===== config.mk =====
export PLATFORM = sky130hd
export DESIGN_NAME = filt_stim_gen
export DESIGN_NICKNAME = d
export VERILOG_FILES = /design/src/rtl/filt_stim_gen.sv
export SDC_FILE = /design/constraint.sdc
export NUM_CORES = 1
export LEC_CHECK = 0
export ABC_AREA = 1
export CORE_ASPECT_RATIO = 0.75
export CORE_UTILIZATION = 63
export CTS_CLUSTER_SIZE = 25
export DETAILED_ROUTE_END_ITERATION = 10
export GPL_TIMING_DRIVEN = 0
export PLACE_DENSITY = 0.86
export REMOVE_ABC_BUFFERS = 1
export SLEW_MARGIN = 40
export SYNTH_ARGS = -nofsm -noshare
export SYNTH_HDL_FRONTEND = slang
export SYNTH_SLANG_ARGS = --single-unit

===== constraint.sdc =====
create_clock -name clk -period 6 [get_ports clk]
set_input_delay 0.9 -clock clk [delete_from_list [all_inputs] [get_ports clk]]
set_output_delay 0.9 -clock clk [all_outputs]
set_load 0.02 [all_outputs]

===== src/rtl/filt_stim_gen.sv =====
// Burst stimulus source for FIR filter blocks: impulse, step, saturating ramp
// or square wave, one sample every DIV clocks, LEN samples per burst.
module filt_stim_gen #(
  parameter int WIDTH = 18,
  parameter int DIV   = 4,
  parameter int LEN   = 64
) (
  input  logic             clk,
  input  logic             reset,
  input  logic             start,
  input  logic [1:0]       mode,
  input  logic [WIDTH-1:0] amp,
  input  logic [7:0]       half_per,
  output logic [WIDTH-1:0] x_out,
  output logic             sam_en,
  output logic             busy,
  output logic             done
);

  localparam int DC_W = (DIV > 1) ? $clog2(DIV) : 1;
  localparam int N_W  = (LEN > 1) ? $clog2(LEN) : 1;
  localparam logic [DC_W-1:0] DC_LAST = DC_W'(DIV - 1);
  localparam logic [N_W-1:0]  N_LAST  = N_W'(LEN - 1);

  typedef enum logic {IDLE, RUN} state_t;

  // Clip a WIDTH+1 bit result back to WIDTH bits; overflow shows as a
  // disagreement between the two top bits.
  function automatic logic signed [WIDTH-1:0] sat(input logic signed [WIDTH:0] v);
    if (v[WIDTH] != v[WIDTH-1])
      sat = v[WIDTH] ? {1'b1, {(WIDTH-1){1'b0}}} : {1'b0, {(WIDTH-1){1'b1}}};
    else
      sat = v[WIDTH-1:0];
  endfunction

  function automatic logic signed [WIDTH-1:0] neg_sat(input logic signed [WIDTH-1:0] a);
    logic signed [WIDTH:0] ext;
    ext = {a[WIDTH-1], a};
    neg_sat = sat(-ext);
  endfunction

  state_t                  state_q, state_d;
  logic [DC_W-1:0]         dc_q, dc_d;
  logic [N_W-1:0]          n_q, n_d;
  logic signed [WIDTH-1:0] x_q, x_d;
  logic                    sam_en_q, sam_en_d;
  logic                    busy_q, busy_d;
  logic                    done_q, done_d;
  logic [1:0]              mode_q, mode_d;
  logic signed [WIDTH-1:0] amp_q, amp_d;
  logic [7:0]              hp_q, hp_d;
  logic [7:0]              sq_cnt_q, sq_cnt_d;
  logic                    sq_neg_q, sq_neg_d;

  logic                    sq_flip;
  logic                    sq_neg_nxt;
  logic signed [WIDTH-1:0] ramp_nxt;
  logic signed [WIDTH-1:0] x_nxt;

  assign sq_flip    = (sq_cnt_q == hp_q - 8'd1);
  assign sq_neg_nxt = sq_neg_q ^ sq_flip;
  assign ramp_nxt   = sat({x_q[WIDTH-1], x_q} + {amp_q[WIDTH-1], amp_q});

  always_comb begin
    x_nxt = '0;
    case (mode_q)
      2'd0: x_nxt = '0;
      2'd1: x_nxt = amp_q;
      2'd2: x_nxt = ramp_nxt;
      default: x_nxt = sq_neg_nxt ? neg_sat(amp_q) : amp_q;
    endcase
  end

  always_comb begin
    state_d  = state_q;
    dc_d     = dc_q;
    n_d      = n_q;
    x_d      = x_q;
    sam_en_d = 1'b0;
    busy_d   = busy_q;
    done_d   = 1'b0;
    mode_d   = mode_q;
    amp_d    = amp_q;
    hp_d     = hp_q;
    sq_cnt_d = sq_cnt_q;
    sq_neg_d = sq_neg_q;
    case (state_q)
      IDLE: begin
        busy_d = 1'b0;
        if (start) begin
          state_d  = RUN;
          mode_d   = mode;
          amp_d    = amp;
          hp_d     = (half_per == 8'd0) ? 8'd1 : half_per;
          dc_d     = '0;
          n_d      = '0;
          sq_cnt_d = '0;
          sq_neg_d = 1'b0;
          // Every pattern except the ramp opens with +amp.
          x_d      = (mode == 2'd2) ? '0 : amp;
          sam_en_d = 1'b1;
          busy_d   = 1'b1;
        end
      end
      default: begin
        if (dc_q == DC_LAST) begin
          dc_d = '0;
          if (n_q == N_LAST) begin
            state_d = IDLE;
            x_d     = '0;
            busy_d  = 1'b0;
            done_d  = 1'b1;
          end else begin
            n_d      = n_q + 1'b1;
            x_d      = x_nxt;
            sam_en_d = 1'b1;
            sq_cnt_d = sq_flip ? 8'd0 : sq_cnt_q + 8'd1;
            sq_neg_d = sq_neg_nxt;
          end
        end else begin
          dc_d = dc_q + 1'b1;
        end
      end
    endcase
  end

  always_ff @(posedge clk or posedge reset) begin
    if (reset) begin
      state_q  <= IDLE;
      dc_q     <= '0;
      n_q      <= '0;
      x_q      <= '0;
      sam_en_q <= 1'b0;
      busy_q   <= 1'b0;
      done_q   <= 1'b0;
      mode_q   <= '0;
      amp_q    <= '0;
      hp_q     <= '0;
      sq_cnt_q <= '0;
      sq_neg_q <= 1'b0;
    end else begin
      state_q  <= state_d;
      dc_q     <= dc_d;
      n_q      <= n_d;
      x_q      <= x_d;
      sam_en_q <= sam_en_d;
      busy_q   <= busy_d;
      done_q   <= done_d;
      mode_q   <= mode_d;
      amp_q    <= amp_d;
      hp_q     <= hp_d;
      sq_cnt_q <= sq_cnt_d;
      sq_neg_q <= sq_neg_d;
    end
  end

  assign x_out  = x_q;
  assign sam_en = sam_en_q;
  assign busy   = busy_q;
  assign done   = done_q;

endmodule


==> metrics.yaml <==
cts_resized: 0
reg2reg_from: "state_q"
cts_tree: "yes"
start_kind: "primary input"
finalSetupViolations: 0
routed_via_density: 5.809
synth_seq_cells: 67
cp_slowest_cell: "nand2_2"
coreArea_um2: 8527
numPortBuffers: 51
floorplan.initialDensity_pct: 65.52
ant_nets: 0
row_count: 29
die_area_um2: 9252
period_needed_ns: 3.825
layout_commonest_cell: "nand2_1"
totalWireLength_mm: 15.27
avgSynthCellArea_um2: 6.429
total_power_mw: 3.112
hp-start: "dc_q[1]"
worst-setup-path-type: "in2reg"
maxCapViolCount: 0
final.period_utilization_pct: 63.74
htreeDepth: 3
crit_cells: 9
area_growth_pct: 15.16
r2r_slack_ns: 2.74
irDropWorstVdd_uv: 540.9
cp.required_ns: 6.21
slew_headroom_pct: 55.99
track_usage_pct: 34.44
die_width_um: 110.7
cts.sinks: 67
hold_viol_final: 0
postCtsSetupBuffers: 0
reg2reg_depth: 7
ys_warn_count: 0
crit_end: "x_out[5]"
drive_above_1_share_pct: 7.104
cp_cell_sequence: "clkdlybuf4s50_1 > inv_1 > nor2_4 > buf_8 > clkinv_1 > nand2_2 > clkinv_1 > a21oi_1 > a21oi_2"
crit_family: "buffers and inverters"
num_antenna_cells: 0
drv_slew: 0
cts.root.buffer_cell: "clkbuf_16"
clk_latency_ns: 0.34
drcViolationCount: 0
end_kind: "register"
fin_nets: 965
p_per_area_nw_per_um2: 483.7
status: "finished clean"
crit_path_start: "start"
synth_cell_types: 37
holdWs_ns: 0.5056
grt_antenna_before_repair: 0
ioPinCount: 52
cts_made_buffers: 9
arrival_ns: 4.04
dpl.hpwl_mm: 11.46
dr.pass1.iters: 7
rr_endpoint: "x_out[5]"
drt_iter0_markers: 633
max_freq_ghz: 0.2615
rsz0062_at_grt: "false"
grt_pass1_wl_mm: 25.77
seq_area_frac_synth_pct: 30.01
cpPeakStageDelay_ns: 0.59
syn_inst: 869
cp_max_fo: 31
vias: 5943
skew_ns: 0.007742
postCtsHoldBufs: 0
fin_tns_setup_ns: 0
fp.dieH_um: 83.55
clk_pin_slew_ns: 0.06
grt_pass1_vias: 5422
wl_per_cell_um: 14.93
worstMarginPinSlew_ns: 0.6577
fill_cells: 723
place_congestion: 0.9401
crit_path_frequent_cell: "clkinv_1"
final_cell_mix: "nand2_1 (294), nor2_1 (106), inv_1 (74), dfrtp_1 (67), o21ai_0 (56)"
overflow: 0
clock_path_buffers: 2
grt_max_degree: 36
min_path_type: "reg2reg"
leakagePower_nw: 3.147
synth_area_um2: 5587
critical_path_buf_inv_count: 5
metrics by stage:
step	util, %	setup slack, ns	cell area (um^2)	instances
CTS	75.45	2.224	6434	1023
finish	75.45	2.175	6434	1023
global route	75.45	1.920	6434	1023
detailed placement	71.97	1.888	6137	1007
global placement	71.45	0.3387	6092	1005
floorplan	-	2.364	5446	846
metal layers:
| metal | global-route usage [%] | vias up | wire length (um) |
|---|---|---|---|
| li1 | - | 2879 | - |
| met1 | 48.36 | 2765 | 6961 |
| met2 | 53.81 | 276 | 6717 |
| met3 | 7.480 | 23 | 1406 |
| met4 | 9.333 | 0 | 188 |
| met5 | 0 | - | 0 |
final cells by class:
class	instances	area, um^2	area share, %
Clock buffer	12	246.5	3.831
Clock inverter	4	50.05	0.7779
Inverter	81	306.5	4.765
Multi-Input combinational cell	698	3473	53.99
Sequential cell	67	1677	26.06
Tap cell	108	135.1	2.100
Timing Repair Buffer	53	545.5	8.479
logic make-up (layout without fill, tap and decap cells):
logic type	after synthesis	in the layout	share of synthesized area, %
simple gates	519	519	39.40
flops	67	67	30.01
fa+ha+maj	24	24	5.510
xor+xnor	31	31	4.860
compound gates	124	124	12.27
buf+inv	104	150	7.951
cells in the mapped netlist:
master / instances / area [um^2]
nand2_1: 295 / 1107
nor2_1: 106 / 397.9
inv_1: 75 / 281.5
dfrtp_1: 67 / 1677
o21ai_0: 56 / 280.3
nand3_1: 52 / 260.3
a21oi_1: 46 / 230.2
xor2_1: 24 / 210.2
ha_1: 23 / 287.8
nor2_2: 17 / 106.4
clkbuf_1: 13 / 48.80
nand2_2: 11 / 68.82
nand4_1: 11 / 68.82
a21oi_2: 9 / 78.83
nor3_1: 9 / 45.04
xnor2_1: 7 / 61.31
nor4_1: 6 / 37.54
buf_6: 5 / 56.30
o21ai_1: 5 / 25.02
buf_2: 4 / 20.02
clkinv_1: 4 / 15.01
nand3_2: 4 / 40.04
and2_1: 2 / 12.51
inv_2: 2 / 7.510
nand2_4: 2 / 22.52
nand3b_1: 2 / 15.01
o22ai_1: 2 / 12.51
a211oi_1: 1 / 7.510
a21boi_4: 1 / 18.77
a22o_1: 1 / 8.760
a31oi_1: 1 / 6.260
a32o_1: 1 / 10.01
buf_8: 1 / 15.01
fa_1: 1 / 20.02
nor2_4: 1 / 11.26
nor3b_1: 1 / 7.510
o21bai_1: 1 / 7.510
state kept, by name (all words and copies together) (netlist names), 2 cells and up:
| signal | flops |
|---|---|
| amp_q | 18 |
| n_q | 6 |
| dc_q | 2 |
| x_out | 18 |
| mode_q | 2 |
| hp_q | 8 |
| sq_cnt_q | 8 |
power by group:
part	internal (mW)	total, mW	leakage, nW	switching, mW
Clock	0.332	0.529	0.139	0.197
Sequential	0.590	0.752	0.805	0.163
Combinational	0.686	1.83	2.20	1.14
how the worst min path moves through the flow:
stage / to / slack [ns] / depth (start not counted)
after global placement: dc_q[0] / 0.47 / 1
final: dc_q[1] / 0.51 / 1
after detailed placement: dc_q[1] / 0.50 / 1
after floorplan: dc_q[0] / 0.45 / 1
after global routing: dc_q[1] / 0.53 / 1
after CTS: dc_q[0] / 0.51 / 1
(Power assumes the default switching activity.)
